<file path="src/rtl/usb_tx_pkt_seq.sv">
// usb_tx_pkt_seq -- USB data-packet transmit sequencer.
//
// On a send request the block emits a PID byte, streams payload bytes from
// an upstream valid/ready source straight through to the serialiser, then
// appends the complemented CRC16-USB of the payload (low byte first). Every
// byte toward the serialiser uses a valid/ready handshake.
//
// Parameters:
//   HIST_DEPTH  width of the accepted-beat history shift register (>=2)
//   MAX_LEN     payload length above which err_len_o is raised
//   LEN_W       width of the payload byte counter (2**LEN_W > MAX_LEN)
//
// Ports:
//   clk_i        system clock, rising edge
//   reset_i      asynchronous active-low reset
//   send_data_i  start request, sampled only while idle
//   pid_i        PID nibble, captured with the start request
//   in_data_i / in_valid_i / in_last_i / in_ready_o   upstream payload
//   tx_data_o / tx_valid_o / tx_ready_i               serialiser side
//   busy_o       high whenever a packet is in progress
//   pkt_len_o    payload bytes of the last completed packet
//   err_len_o    sticky: payload ran past MAX_LEN (cleared on next start)
//   hist_o       one bit per clock, 1 where a tx beat was accepted
//
// Optional build macro USB_TX_ABORT_EN adds:
//   abort_i      abandon the current packet, back to idle on the next edge
//   aborted_o    one-cycle pulse after an abort took effect
//
// State table:
//   S_IDLE | waiting for send_data_i, no tx beat offered
//   S_PID  | offering {~pid, pid}
//   S_DATA | payload passthrough, CRC and byte count updated per beat
//   S_CRC1 | offering ~crc[7:0]
//   S_CRC2 | offering ~crc[15:8], packet length latched on accept

module usb_tx_pkt_seq #(
  parameter int HIST_DEPTH = 10,
  parameter int MAX_LEN    = 64,
  parameter int LEN_W      = 10
) (
  input  logic                  clk_i,
  input  logic                  reset_i,
  input  logic                  send_data_i,
  input  logic [3:0]            pid_i,
  input  logic [7:0]            in_data_i,
  input  logic                  in_valid_i,
  input  logic                  in_last_i,
  output logic                  in_ready_o,
  output logic [7:0]            tx_data_o,
  output logic                  tx_valid_o,
  input  logic                  tx_ready_i,
  output logic                  busy_o,
  output logic [LEN_W-1:0]      pkt_len_o,
  output logic                  err_len_o,
  output logic [HIST_DEPTH-1:0] hist_o
`ifdef USB_TX_ABORT_EN
  ,
  input  logic                  abort_i,
  output logic                  aborted_o
`endif
);

  localparam logic [2:0] S_IDLE = 3'd0;
  localparam logic [2:0] S_PID  = 3'd1;
  localparam logic [2:0] S_DATA = 3'd2;
  localparam logic [2:0] S_CRC1 = 3'd3;
  localparam logic [2:0] S_CRC2 = 3'd4;

  logic [2:0]            state_q, state_d;
  logic [3:0]            pid_q, pid_d;
  logic [15:0]           crc_q, crc_d;
  logic [LEN_W-1:0]      count_q, count_d;
  logic [LEN_W-1:0]      len_q, len_d;
  logic                  err_q, err_d;
  logic [HIST_DEPTH-1:0] hist_q;
  logic                  fire;
  logic                  abort_act;

  // Reflected CRC16 (0x8005 -> 0xA001), data consumed LSB first.
  function automatic logic [15:0] crc_next(input logic [15:0] c, input logic [7:0] d);
    logic [15:0] x;
    x = c;
    for (int i = 0; i < 8; i++) begin
      x = (x[0] ^ d[i]) ? ((x >> 1) ^ 16'hA001) : (x >> 1);
    end
    return x;
  endfunction

`ifdef USB_TX_ABORT_EN
  logic aborted_q;
  assign abort_act = abort_i & (state_q != S_IDLE);
  assign aborted_o = aborted_q;
`else
  assign abort_act = 1'b0;
`endif

  // Handshake outputs. An abort suppresses the beat so it can never fire
  // in the same cycle the packet is being abandoned.
  always_comb begin
    tx_valid_o = 1'b0;
    tx_data_o  = 8'h00;
    in_ready_o = 1'b0;
    case (state_q)
      S_PID: begin
        tx_valid_o = 1'b1;
        tx_data_o  = {~pid_q, pid_q};
      end
      S_DATA: begin
        tx_valid_o = in_valid_i;
        tx_data_o  = in_data_i;
        in_ready_o = tx_ready_i;
      end
      S_CRC1: begin
        tx_valid_o = 1'b1;
        tx_data_o  = ~crc_q[7:0];
      end
      S_CRC2: begin
        tx_valid_o = 1'b1;
        tx_data_o  = ~crc_q[15:8];
      end
      default: ;
    endcase
    if (abort_act) begin
      tx_valid_o = 1'b0;
      in_ready_o = 1'b0;
    end
  end

  assign fire = tx_valid_o & tx_ready_i;

  always_comb begin
    state_d = state_q;
    pid_d   = pid_q;
    crc_d   = crc_q;
    count_d = count_q;
    len_d   = len_q;
    err_d   = err_q;
    case (state_q)
      S_IDLE: begin
        if (send_data_i) begin
          pid_d   = pid_i;
          crc_d   = 16'hFFFF;
          count_d = '0;
          err_d   = 1'b0;
          state_d = S_PID;
        end
      end
      S_PID: if (fire) state_d = S_DATA;
      S_DATA: begin
        if (fire) begin
          crc_d = crc_next(crc_q, in_data_i);
          if (count_q != {LEN_W{1'b1}}) count_d = count_q + 1'b1;
          if (count_q >= LEN_W'(MAX_LEN)) err_d = 1'b1;
          if (in_last_i) state_d = S_CRC1;
        end
      end
      S_CRC1: if (fire) state_d = S_CRC2;
      S_CRC2: begin
        if (fire) begin
          len_d   = count_q;
          state_d = S_IDLE;
        end
      end
      default: state_d = S_IDLE;
    endcase
    if (abort_act) state_d = S_IDLE;
  end

  always_ff @(posedge clk_i or negedge reset_i) begin
    if (!reset_i) begin
      state_q <= S_IDLE;
      pid_q   <= 4'h0;
      crc_q   <= 16'hFFFF;
      count_q <= '0;
      len_q   <= '0;
      err_q   <= 1'b0;
      hist_q  <= '0;
    end else begin
      state_q <= state_d;
      pid_q   <= pid_d;
      crc_q   <= crc_d;
      count_q <= count_d;
      len_q   <= len_d;
      err_q   <= err_d;
      hist_q  <= {hist_q[HIST_DEPTH-2:0], fire};
    end
  end

`ifdef USB_TX_ABORT_EN
  always_ff @(posedge clk_i or negedge reset_i) begin
    if (!reset_i) aborted_q <= 1'b0;
    else          aborted_q <= abort_act;
  end
`endif

  assign busy_o    = (state_q != S_IDLE);
  assign pkt_len_o = len_q;
  assign err_len_o = err_q;
  assign hist_o    = hist_q;

endmodule
</file>
<file path="config.mk">
export PLATFORM = sky130hd
export DESIGN_NAME = usb_tx_pkt_seq
export DESIGN_NICKNAME = d
export VERILOG_FILES = /design/src/rtl/usb_tx_pkt_seq.sv
export SDC_FILE = /design/constraint.sdc
export NUM_CORES = 1
export LEC_CHECK = 0
export ABC_AREA = 1
export BUFFER_PORTS_ARGS = -buffer_cell sky130_fd_sc_hd__buf_2
export CAP_MARGIN = 40
export CORE_MARGIN = 2
export CORE_UTILIZATION = 62
export CTS_BUF_LIST = sky130_fd_sc_hd__clkbuf_4 sky130_fd_sc_hd__clkbuf_8
export CTS_CLUSTER_DIAMETER = 150
export DETAILED_ROUTE_END_ITERATION = 8
export PLACE_DENSITY = 0.88
export SLEW_MARGIN = 25
export SYNTH_ARGS = -nofsm -noshare
export SYNTH_HDL_FRONTEND = slang
export SYNTH_SLANG_ARGS = --single-unit
</file>
<file path="constraint.sdc">
create_clock -name clk_i -period 3.5 [get_ports clk_i]
set_input_delay 0.525 -clock clk_i [delete_from_list [all_inputs] [get_ports clk_i]]
set_output_delay 0.525 -clock clk_i [all_outputs]
set_load 0.03 [all_outputs]
</file>
==> impl_metrics.tcl, run 1 <==
set metrics [dict create \
    worstMarginPinSlew_ns 0.5775 \
    synth_top_area_cell "dfrtp_1" \
    fillerInstances 275 \
    drt_iter0_drc 149 \
    gp_congestion 0.9033 \
    nNetsFinal 380 \
    multi_input_area_um2 1105 \
    clock_path_buffers 2 \
    drt-total-wl_um 5902 \
    wire_per_inst_um 14.36 \
    finalNonFillerCells 411 \
    setup_viol 0 \
    syn_area_per_cell_um2 8.750 \
    layout_commonest_cell "nand2_1" \
    synth_area_leaders "dfrtp_1 (35%), dfstp_2 (16%), nand2_1 (8.1%)" \
    vias_per_cell 5.630 \
    drive_gt1_frac 0.2770 \
    drc 0 \
    layout_common_cells "nand2_1 (58), buf_2 (49), inv_1 (46), dfrtp_1 (38), nor2_1 (20)" \
    ant_nets 0 \
    antenna_found_initial 0 \
    crit_path_start_kind "flop" \
    start_util 0.6574 \
    synthToLayoutAreaGrowth_pct 16.02 \
    yosysWarnings 0 \
    firstDrtPassIters 5 \
    syn_inst 307 \
    syn_area_um2 2686 \
    finalSetupTns_ns 0 \
    overflow 0 \
    cts-root-buf "clkbuf_8" \
    placedCellCount 403 \
    portBuffers 49 \
    cts_resized 0 \
    cts.sinks 54 \
    p_leak_uw 0.001575 \
    skew_ns 0.006817 \
    clk_pin_slew_worst_paths_ns 0.09 \
    slew_headroom 0.6140 \
    hold_viol 0 \
    ir_drop_mv 0.5992 \
    arrival_ns 2.92 \
    grt_pass1_wl_um 9804 \
    synth_seq_area_share 0.5105 \
    power_density_nw_per_um2 903.9 \
    htree_levels 2 \
    hpwlAfterDp_um 4354 \
    required_ns 3.68 \
    grt_pass1_vias 2094 \
    cts_tree "yes" \
    ys_ff_latch 54 \
    grt_use_total 0.2566 \
    yosys.cell_types.count 39 \
    hp-class "input pin to asynchronous set/reset pin" \
    placementRows 23 \
    fmax_mhz 365.2 \
    dieWidth_um 69.83 \
    antenna_cells 0 \
    crit_type "flop to flop" \
    io_pins 50 \
    period_share 0.7824 \
    finalCriticalPeriod_ns 2.738 \
    path_max_fanout 13 \
    clock_latency_ns 0.31 \
    rsz0062_at_grt "no" \
    drv_cap 0 \
    die_h_um 69.83 \
    fp.coreArea_um2 4086 \
    netlist.area_leader.share 0.3540 \
    cts_setup_buffers 0 \
    register_area_um2 1371 \
    synth_nets 327 \
    crit_path_end_kind "flop" \
    status "complete, no violations" \
    dieArea_um2 4876 \
    hold_ws_ns 0.1383 \
    cts_buffers 5 \
    holdBufCountCts 0 \
    finalMaxSlewViolations 0 \
    grt_max_degree 30 \
    vias 2314 \
]
power by group:
part	leakage, uW	total, uW	switching [uW]	internal, uW
logic	0.000844	1420	1000	419
registers	0.000676	976	133	844
clock network	0.0000548	418	197	221
total	0.00158	2820	1330	1480
cell type report:
class	instances	share of cell area
clock buffer	6	0.02449
multi-input combinational	197	0.3545
clock inverter	2	0.01204
sequential	54	0.4400
inverter	51	0.06142
tap	50	0.02007
timing repair buffer	51	0.08752
worst max-delay path: stages (launching register included):
cell     delay, ns
dfrtp_1       0.42
nor2_2        0.16
inv_2         0.07
nor2_4        0.30
inv_2         0.11
nor2_1        0.11
nor2_1        0.10
nor2_4        0.13
nand2_2       0.17
nand2_2       0.28
o21ai_2       0.14
nor2_4        0.16
nand2_2       0.09
nor3_2        0.13
xor2_1        0.18
nor2_1        0.07
Yosys cell counts, drive strengths merged:
library cell and number:
nand2 67, or2 1, o21a 1, a211o 1
dfstp 16, o22a 2, nor3 3, nand4 1
a21oi 9, inv 51, nand3b 2, a21o 1
o22ai 13, o2111ai 1, dfrtp 38, nor2 26
clkbuf 5, xnor2 6, a31oi 1, a2111o 1
a221oi 1, and3 1, o21ai 21, nand3 19
o221ai 1, a221o 3, a22oi 1, ha 2
a41oi 1, a211oi 1, xor2 10
metrics by stage:
step           cell area (um^2)  total power, uW  worst slack [ns]    util
6_report                   3117             2817            0.7615  0.7627
5_1_grt                    3117             3001            0.5768  0.7627
4_1_cts                    3117             2813            0.7985  0.7627
3_5_place_dp               3003             2385            0.8840  0.7348
3_3_place_gp               2983             2347             1.028  0.7299
2_1_floorplan              2686             2009             1.303       -
sequential cells by signal, indices dropped and copies added (netlist names):
name	count
crc_q	16
err_len_o	1
pkt_len_o	10
pid_q	4
state_q	3
count_q	10
hist_o	10
final timing paths:
kind / start / cells past startpoint / slack (ns) / endpoint
worst max register to register: state_q[2] / 15 / 0.76 / count_q[9]
worst max-delay path: state_q[2] / 15 / 0.76 / count_q[9]
min in group clk_i: hist_o[4] / 0 / 0.38 / hist_o[5]
worst min-delay path: reset_i / 1 / 0.14 / pkt_len_o[4]
max in group asynchronous: reset_i / 3 / 2.61 / crc_q[2]
worst min register to register: hist_o[4] / 0 / 0.38 / hist_o[5]
cell families after synthesis:
logic type,synth area share
flops,0.5105
simple gates,0.2105
compound gates,0.1393
fa+ha+maj,0.009314
xor+xnor,0.05216
buf+inv,0.07825
metal layers:
| layer | wire length (um) | global-route usage | vias up |
|---|---|---|---|
| met3 | 340 | 0.05087 | 20 |
| met5 | 0 | 0 | - |
| met1 | 2592 | 0.3480 | 1104 |
| li1 | - | - | 1105 |
| met2 | 2809 | 0.4116 | 85 |
| met4 | 159 | 0.09188 | 0 |
(Power assumes the default switching activity.)
==> run 2, diff against run 1 <==
--- a/config.mk
+++ b/config.mk
@@ -5,15 +5,15 @@
 export SDC_FILE = /design/constraint.sdc
 export NUM_CORES = 1
 export LEC_CHECK = 0
-export ABC_AREA = 1
+export ABC_AREA = 0
 export BUFFER_PORTS_ARGS = -buffer_cell sky130_fd_sc_hd__buf_2
 export CAP_MARGIN = 40
 export CORE_MARGIN = 2
-export CORE_UTILIZATION = 62
+export CORE_UTILIZATION = 52
 export CTS_BUF_LIST = sky130_fd_sc_hd__clkbuf_4 sky130_fd_sc_hd__clkbuf_8
 export CTS_CLUSTER_DIAMETER = 150
 export DETAILED_ROUTE_END_ITERATION = 8
-export PLACE_DENSITY = 0.88
+export PLACE_DENSITY = 0.78
 export SLEW_MARGIN = 25
 export SYNTH_ARGS = -nofsm -noshare
 export SYNTH_HDL_FRONTEND = slang
==> constraint.sdc (replaced) <==
create_clock -name clk_i -period 2.4 [get_ports clk_i]
set_input_delay 0.36 -clock clk_i [delete_from_list [all_inputs] [get_ports clk_i]]
set_output_delay 0.36 -clock clk_i [all_outputs]
set_load 0.03 [all_outputs]
==> run 2 against run 1 <==
- wire length shrank 4.5%
- first-iteration DRC count grew 5.4%
- cell count shrank 11%
- sequential power grew 65%
- final area grew 2.7%
- combinational power grew 66%
- synthesized area grew 2.5%
- critical path type is now flop to output pin
- largest power group unchanged
==> impl_metrics.tcl, run 2 <==
set metrics [dict create \
    dieArea_um2 5891 \
    grt_use_total 0.2087 \
    switching_share 0.4479 \
    regMostFlops "crc_q" \
    nNetsFinal 314 \
    overflow 0 \
    ant_nets 0 \
    vias_per_cell 5.479 \
    period_share 0.9168 \
    hold_viol 0 \
    ir_drop_mv 0.7107 \
    start_util 0.5390 \
    yosys-top-cells-count "dfrtp_1 (38), nor2_1 (23), dfstp_2 (16), xnor2_1 (16), a21oi_1 (15)" \
    skew_ns 0.004524 \
    synth-edff-count 0 \
    cts_tree "yes" \
    power_switching_uw 2019 \
    grt_max_degree 30 \
    synth.most_common_cell "dfrtp_1" \
    arrival_ns 1.84 \
    hp-class "input pin to asynchronous set/reset pin" \
    ys.flop_type "dfrtp_1" \
    status "complete, no violations" \
    antenna_found_initial 0 \
    io_pins 50 \
    pwr-share-comb 0.523 \
    synth_nets 260 \
    syn_area_per_cell_um2 11.47 \
    hpwlAfterDp_um 4146 \
    vias 2000 \
    htree_levels 2 \
    p_int_uw 2488 \
    crit_path_end_kind "output pin" \
    layout_common_cells "buf_2 (49), dfrtp_1 (38), nor2_1 (22), xnor2_1 (16), dfstp_2 (16)" \
    gp_congestion 0.8187 \
    largest_register_ffs 16 \
    layout_commonest_cell "buf_2" \
    clk_pin_slew_worst_paths_ns 0.09 \
    postLayoutCoreUtil 0.6267 \
    worstMarginPinSlew_ns 0.6599 \
    cts.sinks 54 \
    finalMaxSlewViolations 0 \
    grt_pass1_vias 1915 \
    crit_type "flop to output pin" \
    finalSetupTns_ns 0 \
    syn_area_um2 2753 \
    grt_pass1_wl_um 9611 \
    synth_top_area_cell "dfrtp_1" \
    syn_inst 240 \
    synthToLayoutAreaGrowth_pct 16.27 \
    ys_ff_latch 54 \
    crit_path_start_kind "flop" \
    fp.coreArea_um2 5107 \
    rsz0062_at_grt "no" \
    path_max_fanout 9 \
    netlist.area_leader.share 0.3455 \
    drt-total-wl_um 5634 \
    dieWidth_um 76.76 \
    placementRows 26 \
    synthArstFlopShare 1.000 \
    yosys.cell_types.count 51 \
    drive_gt1_frac 0.3864 \
    antenna_cells 0 \
    setup_viol 0 \
    portBuffers 49 \
    pwr-share-seq 0.357 \
    power_density_nw_per_um2 1408 \
    die_h_um 76.76 \
    firstDrtPassIters 4 \
    synth_area_leaders "dfrtp_1 (35%), dfstp_2 (15%), xnor2_1 (5.1%)" \
    fmax_mhz 454.5 \
    register_area_um2 1371 \
    drv_cap 0 \
    yosysWarnings 0 \
    required_ns 2.04 \
    clock_latency_ns 0.31 \
    clock_path_buffers 2 \
    synth_seq_area_share 0.4982 \
    finalCriticalPeriod_ns 2.200 \
    drt_iter0_drc 157 \
    fillerInstances 448 \
    p_clk_frac 0.120 \
    cts_buffers 5 \
    wire_per_inst_um 15.44 \
    multi_input_area_um2 1269 \
    slew_headroom 0.5569 \
    drc 0 \
    p_leak_uw 0.001494 \
    cts-root-buf "clkbuf_8" \
    holdBufCountCts 0 \
]
-- run 2: power groups by stage --
stage	sequential [uW]	combinational, uW	clock (uW)
6_report	1610	2360	541
4_1_cts	1610	2360	555
3_3_place_gp	1610	2310	0
3_5_place_dp	1620	2350	0
2_1_floorplan	1730	1660	0
5_1_grt	1670	2540	598
-- run 2: path summary, 6_finish.rpt --
check / startpoint / endpoint / slack, ns / depth (start not counted)
max in group asynchronous: reset_i / crc_q[5] / 1.99 / 2
min in group clk_i: pid_i[2] / pid_q[2] / 0.26 / 3
hold / removal: reset_i / crc_q[7] / 0.08 / 1
hold reg to reg: hist_o[1] / hist_o[2] / 0.38 / 0
setup reg to reg: crc_q[2] / crc_q[0] / 0.33 / 6
setup / recovery: state_q[1] / tx_data_o[4] / 0.20 / 5
-- run 2: through the flow --
stage	hold slack (ns)	setup slack [ns]	cell area, um^2	total power (uW)	cells
after floorplan	0.06441	0.2336	2753	3389	240
after global placement	0.3554	0.3699	3099	3923	357
after detailed placement	0.3655	0.3280	3099	3976	357
after CTS	0.07457	0.1051	3198	4520	365
after global routing	0.08820	0.05355	3201	4809	365
final	0.07703	0.1997	3201	4507	365
-- run 2: critical path, cell delays in order (launching register included) --
cell     delay, ns
dfrtp_1       0.58
inv_2         0.08
nor2_2        0.28
a22oi_1       0.15
o22ai_1       0.21
buf_2         0.24
-- run 2: cells by family (layout without fill, tap and decap cells) --
kind of cell	after synthesis	in the layout	synth area share
XOR/XNOR	32	32	0.1250
flip-flops	54	54	0.4982
AND/OR/NAND/NOR	58	58	0.1250
buffers and inverters	23	78	0.04182
multiplexers	20	20	0.07818
adder cells (fa/ha/maj)	2	2	0.009089
AO/OA/AOI/OAI	51	51	0.1227
-- run 2: per-layer routing --
| metal | global-route usage | vias up | wire (um) |
|---|---|---|---|
| met3 | 0.04000 | 8 | 256 |
| met4 | 0.07455 | 0 | 86 |
| met1 | 0.3008 | 988 | 2650 |
| li1 | - | 950 | - |
| met5 | 0 | - | 0 |
| met2 | 0.3167 | 54 | 2641 |
-- run 2: what timing repair did --
| item | in CTS | in global routing |
|---|---|---|
| gates resized for setup | 0 | 1 |
| setup endpoints to repair | 0 | 1 |
| setup buffers | 0 | 0 |
-- run 2: final cells by class --
cell class | count | area share
Clock buffer | 7 | 0.02815
Clock inverter | 1 | 0.002737
Inverter | 11 | 0.01290
Multi-Input combinational cell | 163 | 0.3964
Sequential cell | 54 | 0.4285
Tap cell | 70 | 0.02737
Timing Repair Buffer | 59 | 0.1040
==> run 3, diff against run 2 <==
--- a/config.mk
+++ b/config.mk
@@ -8,7 +8,7 @@
 export ABC_AREA = 0
 export BUFFER_PORTS_ARGS = -buffer_cell sky130_fd_sc_hd__buf_2
 export CAP_MARGIN = 40
-export CORE_MARGIN = 2
+export CORE_MARGIN = 3
 export CORE_UTILIZATION = 52
 export CTS_BUF_LIST = sky130_fd_sc_hd__clkbuf_4 sky130_fd_sc_hd__clkbuf_8
 export CTS_CLUSTER_DIAMETER = 150
==> run 3 against run 2 <==
- cell count fell by 1.6%
- critical path depth did not move
- sequential share of layout area rose by 0.33 points
- clock power rose by 4.4%
- first-iteration DRC count fell by 21%
- power rose by 0.58%
- via count fell by 1.1%
- combinational power barely moved
- final area fell by 0.66%
- count of clock-buffer cells in the layout did not move
- largest cell class unchanged
- highest routed layer unchanged
==> impl_metrics.tcl, run 3 (synthesis gave the netlist of run 2 again) <==
set metrics [dict create \
    hold_ws_ns 0.001637 \
    synthToLayoutAreaGrowth_pct 15.50 \
    antenna_found_initial 0 \
    firstDrtPassIters 4 \
    crit_type "flop to output pin" \
    finalNonFillerCells 359 \
    ir_drop_mv 0.5962 \
    overflow 0 \
    postLayoutCoreUtil 0.6474 \
    hold_viol 0 \
    cp_slowest_cell "dfrtp_1" \
    portBuffers 49 \
    regMostFlops "crc_q" \
    power_switching_uw 2044 \
    fp.coreArea_um2 4911 \
    power_density_nw_per_um2 1426 \
    cts-root-buf "clkbuf_8" \
    status "complete, no violations" \
    hpwlAfterDp_um 4346 \
    cp-startpoint "state_q[1]" \
    hp-class "input pin to asynchronous set/reset pin" \
    placementRows 25 \
    start_util 0.5605 \
    cts_tree "yes" \
    worstMarginPinSlew_ns 0.5458 \
    pwr-share-comb 0.525 \
    path_buf_inv 2 \
    layout_common_cells "buf_2 (49), dfrtp_1 (37), nor2_1 (23), xnor2_1 (16), dfstp_2 (16)" \
    grt_pass1_wl_um 10290 \
    grt_use_total 0.2130 \
    pwr-share-seq 0.351 \
    critPathMaxStageDelay_ns 0.40 \
    finalCriticalPeriod_ns 2.237 \
    required_ns 2.04 \
    clock_path_buffers 2 \
    arrival_ns 1.88 \
    clock_latency_ns 0.32 \
    path_delay_family "buffers and inverters" \
    switching_share 0.4508 \
    vias 1979 \
    grt_max_degree 34 \
    p_int_uw 2490 \
    finalMaxSlewViolations 0 \
    period_share 0.9321 \
    clk_pin_slew_worst_paths_ns 0.10 \
    rr_worst_depth 6 \
    grt_pass1_vias 2075 \
    finalSetupTns_ns 0 \
    cts_buffers 5 \
    slew_headroom 0.6335 \
    cts.sinks 54 \
    gp_congestion 0.8669 \
    r2r_slack_ns 0.32 \
    drive_gt1_frac 0.3801 \
    crit_path_end_kind "output pin" \
    fillerInstances 426 \
    skew_ns 0.009251 \
    dieWidth_um 78.76 \
    r2r_end "crc_q[0]" \
    die_h_um 78.76 \
    nNetsFinal 311 \
    io_pins 50 \
    drv_cap 0 \
    cp.depth 5 \
    ant_nets 0 \
    largest_register_ffs 16 \
    vias_per_cell 5.513 \
    setup_viol 0 \
    htree_levels 2 \
    layout_commonest_cell "buf_2" \
    antenna_cells 0 \
    power_uw 4534 \
    p_clk_frac 0.125 \
    path_max_fanout 13 \
    placedCellCount 351 \
    rsz0062_at_grt "no" \
    crit_path_start_kind "flop" \
    dieArea_um2 6202 \
    wire_per_inst_um 16.65 \
    p_leak_uw 0.001481 \
    drt_iter0_drc 124 \
    drc 0 \
    cp_cell_sequence "buf_4 > nor2_1 > nand2_1 > o22ai_1 > buf_2" \
    worstReg2RegStart "crc_q[2]" \
    drt-total-wl_um 5977 \
    fmax_mhz 447.0 \
    holdBufCountCts 0 \
]
run 3: area by class of cell:
cell class | instances | area (um^2) | share of cell area
flip-flops and latches | 54 | 1373 | 0.4317
multi-input cells | 163 | 1266 | 0.3983
repair buffers | 56 | 310.3 | 0.09760
clock buffers | 7 | 96.34 | 0.03030
well taps | 67 | 83.83 | 0.02637
inverters | 11 | 41.29 | 0.01299
clock inverters | 1 | 8.758 | 0.002755
run 3: power by group through the flow:
stage	logic [uW]	clock network, uW	registers (uW)
detailed placement	2380	0	1600
global placement	2340	0	1590
global route	2590	604	1640
floorplan	1660	0	1730
finish	2380	565	1590
CTS	2380	576	1590
run 3: per-stage QoR:
stage | instance area, um^2 | setup WS [ns]
6_report | 3179 | 0.1630
5_1_grt | 3179 | 0.05225
4_1_cts | 3178 | 0.1840
3_5_place_dp | 3073 | 0.3331
3_3_place_gp | 3073 | 0.3707
2_1_floorplan | 2753 | 0.2336
run 3: metal layers:
metal  GRT usage  vias up  share of wire
li1            -      946              -
met1      0.2828      959           0.44
met2      0.3362       62           0.48
met3     0.05442       12          0.059
met4     0.08217        0          0.021
met5           0        -              0
run 3: repair_timing:
action,CTS,global route
resized for setup,0,1
buffers inserted,0,0
endpoints found under the setup margin,0,1
run 3: worst max path at each step:
| stage | endpoint | slack, ns |
|---|---|---|
| 3_5_place_dp | crc_q[0] | 0.33 |
| 4_1_cts | tx_data_o[4] | 0.18 |
| 2_1_floorplan | tx_data_o[0] | 0.23 |
| 6_report | tx_data_o[4] | 0.16 |
| 5_1_grt | tx_data_o[4] | 0.05 |
| 3_3_place_gp | crc_q[0] | 0.37 |
run 3: worst reg2reg max path, stage by stage, from the launching register on:
cell and delay, ns:
dfstp_2 0.57, xor2_2 0.22, xnor3_2 0.53, xnor2_4 0.20, o32ai_1 0.30, a21o_1 0.13, a21oi_2 0.05
